--- src/rtl/pipeline_pkg.sv ---
// rtl/pipeline_pkg.sv - shared ALU op codes and forward-select encoding
package pipeline_pkg;

  localparam logic [2:0] ALUCTL_AND = 3'b000;
  localparam logic [2:0] ALUCTL_OR  = 3'b001;
  localparam logic [2:0] ALUCTL_ADD = 3'b010;
  localparam logic [2:0] ALUCTL_SUB = 3'b110;
  localparam logic [2:0] ALUCTL_SLT = 3'b111;

  typedef enum logic [1:0] {
    FWD_REG = 2'b00,
    FWD_WB  = 2'b01,
    FWD_MEM = 2'b10
  } fwd_t;

endpackage

--- src/rtl/fwd_sel.sv ---
// rtl/fwd_sel.sv - picks the operand source for one execute-stage register specifier
module fwd_sel
  import pipeline_pkg::*;
#(
  parameter int REGW = 5
) (
  input  logic [REGW-1:0] src,
  input  logic [REGW-1:0] writereg_m,
  input  logic [REGW-1:0] writereg_w,
  input  logic            regwrite_m,
  input  logic            regwrite_w,
  output fwd_t            sel
);

  // $0 is hardwired, so a pending write to it must never be forwarded
  always_comb begin
    sel = FWD_REG;
    if (src != '0) begin
      if (regwrite_m && (writereg_m == src)) begin
        sel = FWD_MEM;
      end else if (regwrite_w && (writereg_w == src)) begin
        sel = FWD_WB;
      end
    end
  end

endmodule

--- src/rtl/idex_operand_stage.sv ---
// rtl/idex_operand_stage.sv - ID/EX register, MEM/WB forwarding and ALU operand muxing
module idex_operand_stage
  import pipeline_pkg::*;
#(
  parameter int WIDTH = 32,
  parameter int REGW  = 5,
  parameter int ALUCW = 3
) (
  input  logic             clk,
  input  logic             reset,
  input  logic             stall_e,
  input  logic             flush_e,
  input  logic [WIDTH-1:0] rd1_d,
  input  logic [WIDTH-1:0] rd2_d,
  input  logic [WIDTH-1:0] signimm_d,
  input  logic [REGW-1:0]  rs_d,
  input  logic [REGW-1:0]  rt_d,
  input  logic [REGW-1:0]  rd_d,
  input  logic [ALUCW-1:0] alucontrol_d,
  input  logic             alusrc_d,
  input  logic             regdst_d,
  input  logic             regwrite_d,
  input  logic             memtoreg_d,
  input  logic             memwrite_d,
  input  logic [WIDTH-1:0] aluout_m,
  input  logic [REGW-1:0]  writereg_m,
  input  logic             regwrite_m,
  input  logic [WIDTH-1:0] result_w,
  input  logic [REGW-1:0]  writereg_w,
  input  logic             regwrite_w,
  output logic [WIDTH-1:0] srca_e,
  output logic [WIDTH-1:0] srcb_e,
  output logic [ALUCW-1:0] alucontrol_e,
  output logic [WIDTH-1:0] writedata_e,
  output logic [REGW-1:0]  writereg_e,
  output logic             regwrite_e,
  output logic             memtoreg_e,
  output logic             memwrite_e,
  output logic             lwstall
);

  logic [WIDTH-1:0] r_rd1_e;
  logic [WIDTH-1:0] r_rd2_e;
  logic [WIDTH-1:0] r_signimm_e;
  logic [REGW-1:0]  r_rs_e;
  logic [REGW-1:0]  r_rt_e;
  logic [REGW-1:0]  r_rd_e;
  logic [ALUCW-1:0] r_alucontrol_e;
  logic             r_alusrc_e;
  logic             r_regdst_e;
  logic             r_regwrite_e;
  logic             r_memtoreg_e;
  logic             r_memwrite_e;

  fwd_t             w_sel_a;
  fwd_t             w_sel_b;
  logic [WIDTH-1:0] w_srca;
  logic [WIDTH-1:0] w_fwd_b;

  // A bubble clears data fields too, so a flushed slot looks identical to reset
  always_ff @(posedge clk) begin
    if (reset || flush_e) begin
      r_rd1_e        <= '0;
      r_rd2_e        <= '0;
      r_signimm_e    <= '0;
      r_rs_e         <= '0;
      r_rt_e         <= '0;
      r_rd_e         <= '0;
      r_alucontrol_e <= '0;
      r_alusrc_e     <= 1'b0;
      r_regdst_e     <= 1'b0;
      r_regwrite_e   <= 1'b0;
      r_memtoreg_e   <= 1'b0;
      r_memwrite_e   <= 1'b0;
    end else if (!stall_e) begin
      r_rd1_e        <= rd1_d;
      r_rd2_e        <= rd2_d;
      r_signimm_e    <= signimm_d;
      r_rs_e         <= rs_d;
      r_rt_e         <= rt_d;
      r_rd_e         <= rd_d;
      r_alucontrol_e <= alucontrol_d;
      r_alusrc_e     <= alusrc_d;
      r_regdst_e     <= regdst_d;
      r_regwrite_e   <= regwrite_d;
      r_memtoreg_e   <= memtoreg_d;
      r_memwrite_e   <= memwrite_d;
    end
  end

  fwd_sel #(.REGW(REGW)) u_fwd_a (
    .src        (r_rs_e),
    .writereg_m (writereg_m),
    .writereg_w (writereg_w),
    .regwrite_m (regwrite_m),
    .regwrite_w (regwrite_w),
    .sel        (w_sel_a)
  );

  fwd_sel #(.REGW(REGW)) u_fwd_b (
    .src        (r_rt_e),
    .writereg_m (writereg_m),
    .writereg_w (writereg_w),
    .regwrite_m (regwrite_m),
    .regwrite_w (regwrite_w),
    .sel        (w_sel_b)
  );

  always_comb begin
    w_srca = r_rd1_e;
    case (w_sel_a)
      FWD_MEM: w_srca = aluout_m;
      FWD_WB:  w_srca = result_w;
      default: w_srca = r_rd1_e;
    endcase
  end

  always_comb begin
    w_fwd_b = r_rd2_e;
    case (w_sel_b)
      FWD_MEM: w_fwd_b = aluout_m;
      FWD_WB:  w_fwd_b = result_w;
      default: w_fwd_b = r_rd2_e;
    endcase
  end

  assign srca_e       = w_srca;
  assign writedata_e  = w_fwd_b;
  assign srcb_e       = r_alusrc_e ? r_signimm_e : w_fwd_b;
  assign alucontrol_e = r_alucontrol_e;
  assign writereg_e   = r_regdst_e ? r_rd_e : r_rt_e;
  assign regwrite_e   = r_regwrite_e;
  assign memtoreg_e   = r_memtoreg_e;
  assign memwrite_e   = r_memwrite_e;

  // Load in EX whose target is read by the instruction now in decode
  assign lwstall = r_memtoreg_e && (r_rt_e != '0)
                   && ((r_rt_e == rs_d) || (r_rt_e == rt_d));

endmodule

--- config.mk ---
export PLATFORM = sky130hd
export DESIGN_NAME = idex_operand_stage
export DESIGN_NICKNAME = d
export VERILOG_FILES = /design/src/rtl/pipeline_pkg.sv /design/src/rtl/fwd_sel.sv /design/src/rtl/idex_operand_stage.sv
export SDC_FILE = /design/constraint.sdc
export NUM_CORES = 1
export LEC_CHECK = 0
export BUFFER_PORTS_ARGS = -buffer_cell sky130_fd_sc_hd__buf_4
export CAP_MARGIN = 10
export CORE_AREA = 2 2 119 121
export DETAILED_ROUTE_END_ITERATION = 10
export DIE_AREA = 0 0 121 123
export PLACE_DENSITY = 0.87
export SYNTH_ARGS = -nofsm -noshare
export SYNTH_HDL_FRONTEND = slang
export SYNTH_SLANG_ARGS = --single-unit
--- constraint.sdc ---
create_clock -name clk -period 3.5 [get_ports clk]
set_clock_uncertainty 0.1 [all_clocks]
set_input_delay 0.175 -clock clk [delete_from_list [all_inputs] [get_ports clk]]
set_output_delay 0.175 -clock clk [all_outputs]
set_load 0.05 [all_outputs]
-- Word level (Yosys, flattened, before mapping)
Cells that the tools add are included.
- logic and storage cells: 42
- bits of input ports: 199
- output and inout port bits: 108
- memory bits (writable): 0
- bits in latches: 0
- flip-flop bits (word level): 119
- bits in read-only memories: 0
- memories: 0
- order comparisons: 0
- divide/modulo/power cells: 0
- shift operators: 0
- multiplexer cells: 10
- $mul: 0
- bitwise logic cells: 0
- add/sub/neg operators: 0
- reductions and logical operators: 10
- eq/ne operators: 10
- operators with widths (operator ; number):
    32-bit one-hot mux with 2 select lines ; 2
    32-bit 2-to-1 mux ; 1
    5-bit equality test ; 6
    5-bit nonzero test ; 2
    2-bit 2-to-1 mux ; 4
    1-bit logical AND ; 6
    5-bit 2-to-1 mux ; 1
    2-bit by 1-bit equality test with 1-bit output (second input constant) ; 2
    2-bit equality test (second input constant) ; 2
    1-bit logical OR ; 2
    1-bit 2-to-1 mux ; 2

-- Logic depth before layout (Yosys ltp)
- word-level depth: 8
- depth in mapped cells: 11
- depth with buffers taken out: 8

-- Modules after synthesis
A second synthesis with hierarchy kept.
- cell total of the unflattened synthesis: 705
- area total of the unflattened synthesis: 6563.8 um^2
- by module, submodules not included (module ; area an instance (um^2) ; seq. area each (um^2) ; cells each ; times used):
    idex_operand_stage ; 6298.5 ; 2382.3 ; 669 ; 1
    fwd_sel ; 132.6 ; 0.0 ; 18 ; 2

-- Worst setup path before layout
No wires, ideal clock.
- path type: register -> output
- start: register r_rt_e[1]
- end: output port srcb_e[15]
- path buffers: 2
- arrival time: 3.445 ns
- cell stages (with the launch flop): 11
- data required time: 3.225 ns
- setup slack: -0.220 ns
- path through: dfxtp_1 -> buf_6 -> xor2_1 -> nor4_1 -> and3_4 -> and2_2 -> ha_1 -> clkbuf_1 -> a22oi_1 -> o21ai_0 -> mux2_1
- word-level cells in the longest chain between the ends: 8
- elaborated cells on any way between the ends: 12
- classes of those cells: eq/ne: 4; mux: 5; reduce/logical: 3
- ends and longest elaborated chain (element ; line ; source):
    start: declaration ; idex_operand_stage.sv:46 ; logic [REGW-1:0] r_rt_e;
    start signal: assignment ; idex_operand_stage.sv:80 ; r_rt_e <= rt_d;
    5-bit equality test ; fwd_sel.sv:21 ; end else if (regwrite_w && (writereg_w == src)) begin
    1-bit logical AND ; fwd_sel.sv:21 ;
    1-bit 2-to-1 mux ; fwd_sel.sv:21 ;
    2-bit 2-to-1 mux ; fwd_sel.sv:19 ; if (regwrite_m && (writereg_m == src)) begin
    2-bit 2-to-1 mux (*) ; fwd_sel.sv:18 ; if (src != '0) begin
    2-bit by 1-bit equality test with 1-bit output or 2-bit equality test (tied branches) ; idex_operand_stage.sv:120 ; case (w_sel_b)
    32-bit one-hot mux with 2 select lines (*) ; idex_operand_stage.sv:120 ;
    via writedata_e[15] ; idex_operand_stage.sv:34 ; output logic [WIDTH-1:0] writedata_e,
    32-bit 2-to-1 mux (*) ; idex_operand_stage.sv:129 ; assign srcb_e = r_alusrc_e ? r_signimm_e : w_fwd_b;
    end: declaration ; idex_operand_stage.sv:32 ; output logic [WIDTH-1:0] srcb_e,
Mark *: on every way through the listed nets, which the timed path passes. The rest lies on a longest branch.

-- Final worst setup path
- start: register r_rt_e[1]
- end: output port srcb_e[31]
- word-level cells in the longest chain between the ends: 8
- elaborated cells on any way between the ends: 12
- classes of those cells: eq/ne: 4; mux: 5; reduce/logical: 3
- ends and longest elaborated chain (element ; line):
    5-bit equality test ; fwd_sel.sv:21
    1-bit logical AND ; fwd_sel.sv:21
    1-bit 2-to-1 mux ; fwd_sel.sv:21
    2-bit 2-to-1 mux ; fwd_sel.sv:19
    2-bit 2-to-1 mux (*) ; fwd_sel.sv:18
    2-bit by 1-bit equality test with 1-bit output or 2-bit equality test (tied branches) ; idex_operand_stage.sv:120
    32-bit one-hot mux with 2 select lines (*) ; idex_operand_stage.sv:120
    32-bit 2-to-1 mux (*) ; idex_operand_stage.sv:129
Mark *: on every way between the ends. The rest lies on a longest branch, timed or not.

==> metrics.md <==
| Metric | Value |
|---|---|
| Clock Root Buffer | `clkbuf_16` |
| Via count | `7316` |
| Routed WL | `around 27000 um` |
| Max-Cap Viols | `0` |
| Actual slew at the worst max-slew pin | `1022 ps` |
| Crit-path leading delay family | `simple AND/OR/NAND/NOR gates` |
| Max VDD drop | `0.2814 mV` |
| Layout cells sized above 1 | `35.63%` |
| Core Util, Final | `77.50%` |
| PwrDens | `400.8 nW/um2` |
| Cell count after synthesis | `712` |
| Area grow syn2layout | `69.03%` |
| Fmax | `0.2937 GHz` |
| Largest net degree at the start of global routing | `67` |
| Synth Register Bits | `119` |
| Leakage | `4.821 nW` |
| Yosys cell types | `29` |
| Effective utilization at floorplan | `45.85%` |
| Min Tclk post-route | `3404 ps` |
| Worst-Skew Late Latency | `410 ps` |
| Clock transition at the registers of the reported paths | `50 ps` |
| Final Net Count | `1310` |
| Avg Cell Area, Syn | `about 9 um2` |
| Final period util | `a little over nine tenths` |
| Final Slew Violations | `0` |
| Worst r2r src | `r_alusrc_e` |
| Setup-failing EPs final | `0` |
| Number of global-route vias before repair | `7624` |
| Min-delay worst type | `in2reg` |
| Outcome | `finished, final reports clean` |
| Max stage delay on crit path | `~430 ps` |
| IO Count | `307` |
| Final hold slack | `252.2 ps` |
| Reg2Reg Setup Slack | `2020 ps` |
| GP Congestion | `0.8817` |
| Worst R2R End | `r_alusrc_e` |
| H-Tree Depth | `4` |
| CTS tree | `built` |
| GRT Total Usage | `between 30% and 40%` |
| Req. time, crit path | `around 3200 ps` |
| Remaining DRCs | `0` |
| CP Class | `reg2out` |
| TritonCTS sink count | `119` |
| Crit. Startpoint | `r_rt_e[1]` |
| Num CTS Buffers | `17` |
| Initial antenna violation count | `0` |
| CTS max path bufs | `2` |
| Fillers | `827` |
| Slowest-stage cell, CP | `ha_4` |
| Core area | `approximately 14000 um2` |
| Die Ht | `123 um` |
| Number of buffers added on ports | `306` |
| Post-synth net total | `915` |
| Drt via density | `5.623` |
| First-pass iteration count of the detailed router | `6` |
| First-pass GRT wire length | `40200 um` |
| CP startpoint kind | `flop` |
| CP endpoint kind | `output pin` |
| Synth warn | `0` |
| Sequence of cells on the critical path | `xor2_1, nor4_1, and3_4, nand2_1, ha_4, buf_12, nand2_1, o21ai_0, mux2_2, buf_4` |
| Slew margin rel. | `between 30% and 40%` |
| Initial DRC count | `708` |
| FF-to-FF path depth | `2` |
| Mapped Area | `~6200 um2` |
| Bufs and invs on worst path | `2` |
| CP max FO | `43` |
| Arrival time at the worst endpoint | `3130 ps` |
| Site Rows | `43` |
| WP depth | `10` |
| Register area share after synthesis | `between 30% and 40%` |
| Critical path endpoint | `srcb_e[31]` |
| DIE AREA | `14880 um2` |
| Per-cell routed wire length | `20.44 um` |
| Post-DP HPWL | `15470 um` |
| Final ANT Viol Nets | `0` |
| Gr ovfl total | `0` |
| Die width | `121 um` |
| Most used cell, CP | `nand2_1` |
| Final Hold Vio Count | `0` |
layout by cell type, fill, tap and decap left out, drive strengths merged, types with 12 or more instances in the layout:
cell type,instances
buf,319
nor2,121
mux2i,119
dlygate4sd3,119
dfxtp,119
nand2,68
o21ai,65
a22oi,64
mux2,37
clkbuf,24
xor2,17
xnor2,12
metrics by stage:
stage	instance area, um2	TNS, ps	power, mW	cells	setup WS, ps
after CTS	10500	0	4.207	1300	26.28
after global routing	10550	-13.20	4.351	1300	-13.20
after global placement	8631	0	2.126	1149	415.3
final	10550	0	4.228	1301	95.52
after detailed placement	8631	0	2.136	1149	315.4
after floorplan	6241	-999.8	1.828	712	-178.2
repair_timing:
| item | CTS | global route |
|---|---|---|
| hold endpoints to repair | 119 | 0 |
| hold buffers | 119 | 0 |
| gates resized for setup | 3 | 10 |
| pin swaps | 0 | 2 |
| setup buffers | 0 | 0 |
| setup endpoints to repair | 23 | 38 |
synth_stat cells, drive strengths merged:
cell type  number  share of area (%)
or2             1               0.10
o21a            1               0.12
o21ai          65                5.2
ha              4               0.80
a21oi           2               0.16
nand4           1               0.10
nor2          121                7.3
nor3            5               0.40
clkbuf         41                2.5
mux2i         119                 19
nand3           3               0.24
or4             2               0.30
or3             1               0.10
and2            3               0.32
xnor2          12                1.7
a22oi          64                7.7
xor2           17                2.4
mux2           37                6.7
nand2          68                4.1
nor4            3               0.30
buf            21                2.0
dfxtp         119                 38
and3            2               0.28
worst register-to-register path, stage by stage, from the launching register on:
cell and delay (ps):
dfxtp_2 990, mux2i_1 190, nor2_1 130
registers in the layout, summed over array words and instances (netlist names):
| name | cells |
|---|---|
| r_regdst_e | 1 |
| r_rd_e | 5 |
| r_rt_e | 5 |
| r_signimm_e | 32 |
| regwrite_e | 1 |
| r_rd2_e | 32 |
| r_alusrc_e | 1 |
| memtoreg_e | 1 |
| r_rs_e | 5 |
| memwrite_e | 1 |
| r_rd1_e | 32 |
| alucontrol_e | 3 |
cell families (layout without fill, tap and decap cells):
logic type      Yosys count  count (layout)  synth area share [%]
buf+inv                  62             470                 4.491
simple gates            210             210                 13.51
xor+xnor                 29              29                 4.070
other cells               0               1                     0
flops                   119             119                 38.17
mux                     156             156                 25.76
compound gates          132             132                 13.19
fa+ha+maj                 4               4                0.8020
metal layers:
layer	GRT usage, %	wire length [um]
met3	11.16	2379
met5	0	0
met2	60.57	13070
met4	23.18	1569
met1	36.68	9567
power breakdown:
group          switching, mW  internal (mW)
Sequential            0.0375           1.40
Combinational          0.417          0.402
Clock                  0.617           1.35
area by class of cell:
cell class,instances,area [um2],share of cell area [%]
multi-input cells,531,3631,34.42
repair buffers,438,3631,34.42
flip-flops and latches,119,2392,22.68
clock buffers,24,501.7,4.756
well taps,180,225.2,2.135
clock inverters,8,165.2,1.566
diodes,1,2.502,0.02372
how the worst min path moves through the flow:
stage	from	endpoint	slack [ps]	depth (start not counted)
global route	stall_e	r_rd1_e[1]	290	3
floorplan	alucontrol_d[0]	alucontrol_e[0]	220	2
global placement	rd_d[1]	r_rd_e[1]	300	3
CTS	stall_e	r_signimm_e[25]	250	3
finish	stall_e	r_signimm_e[25]	250	3
detailed placement	memtoreg_d	memtoreg_e	310	3
(Power assumes the default switching activity.)
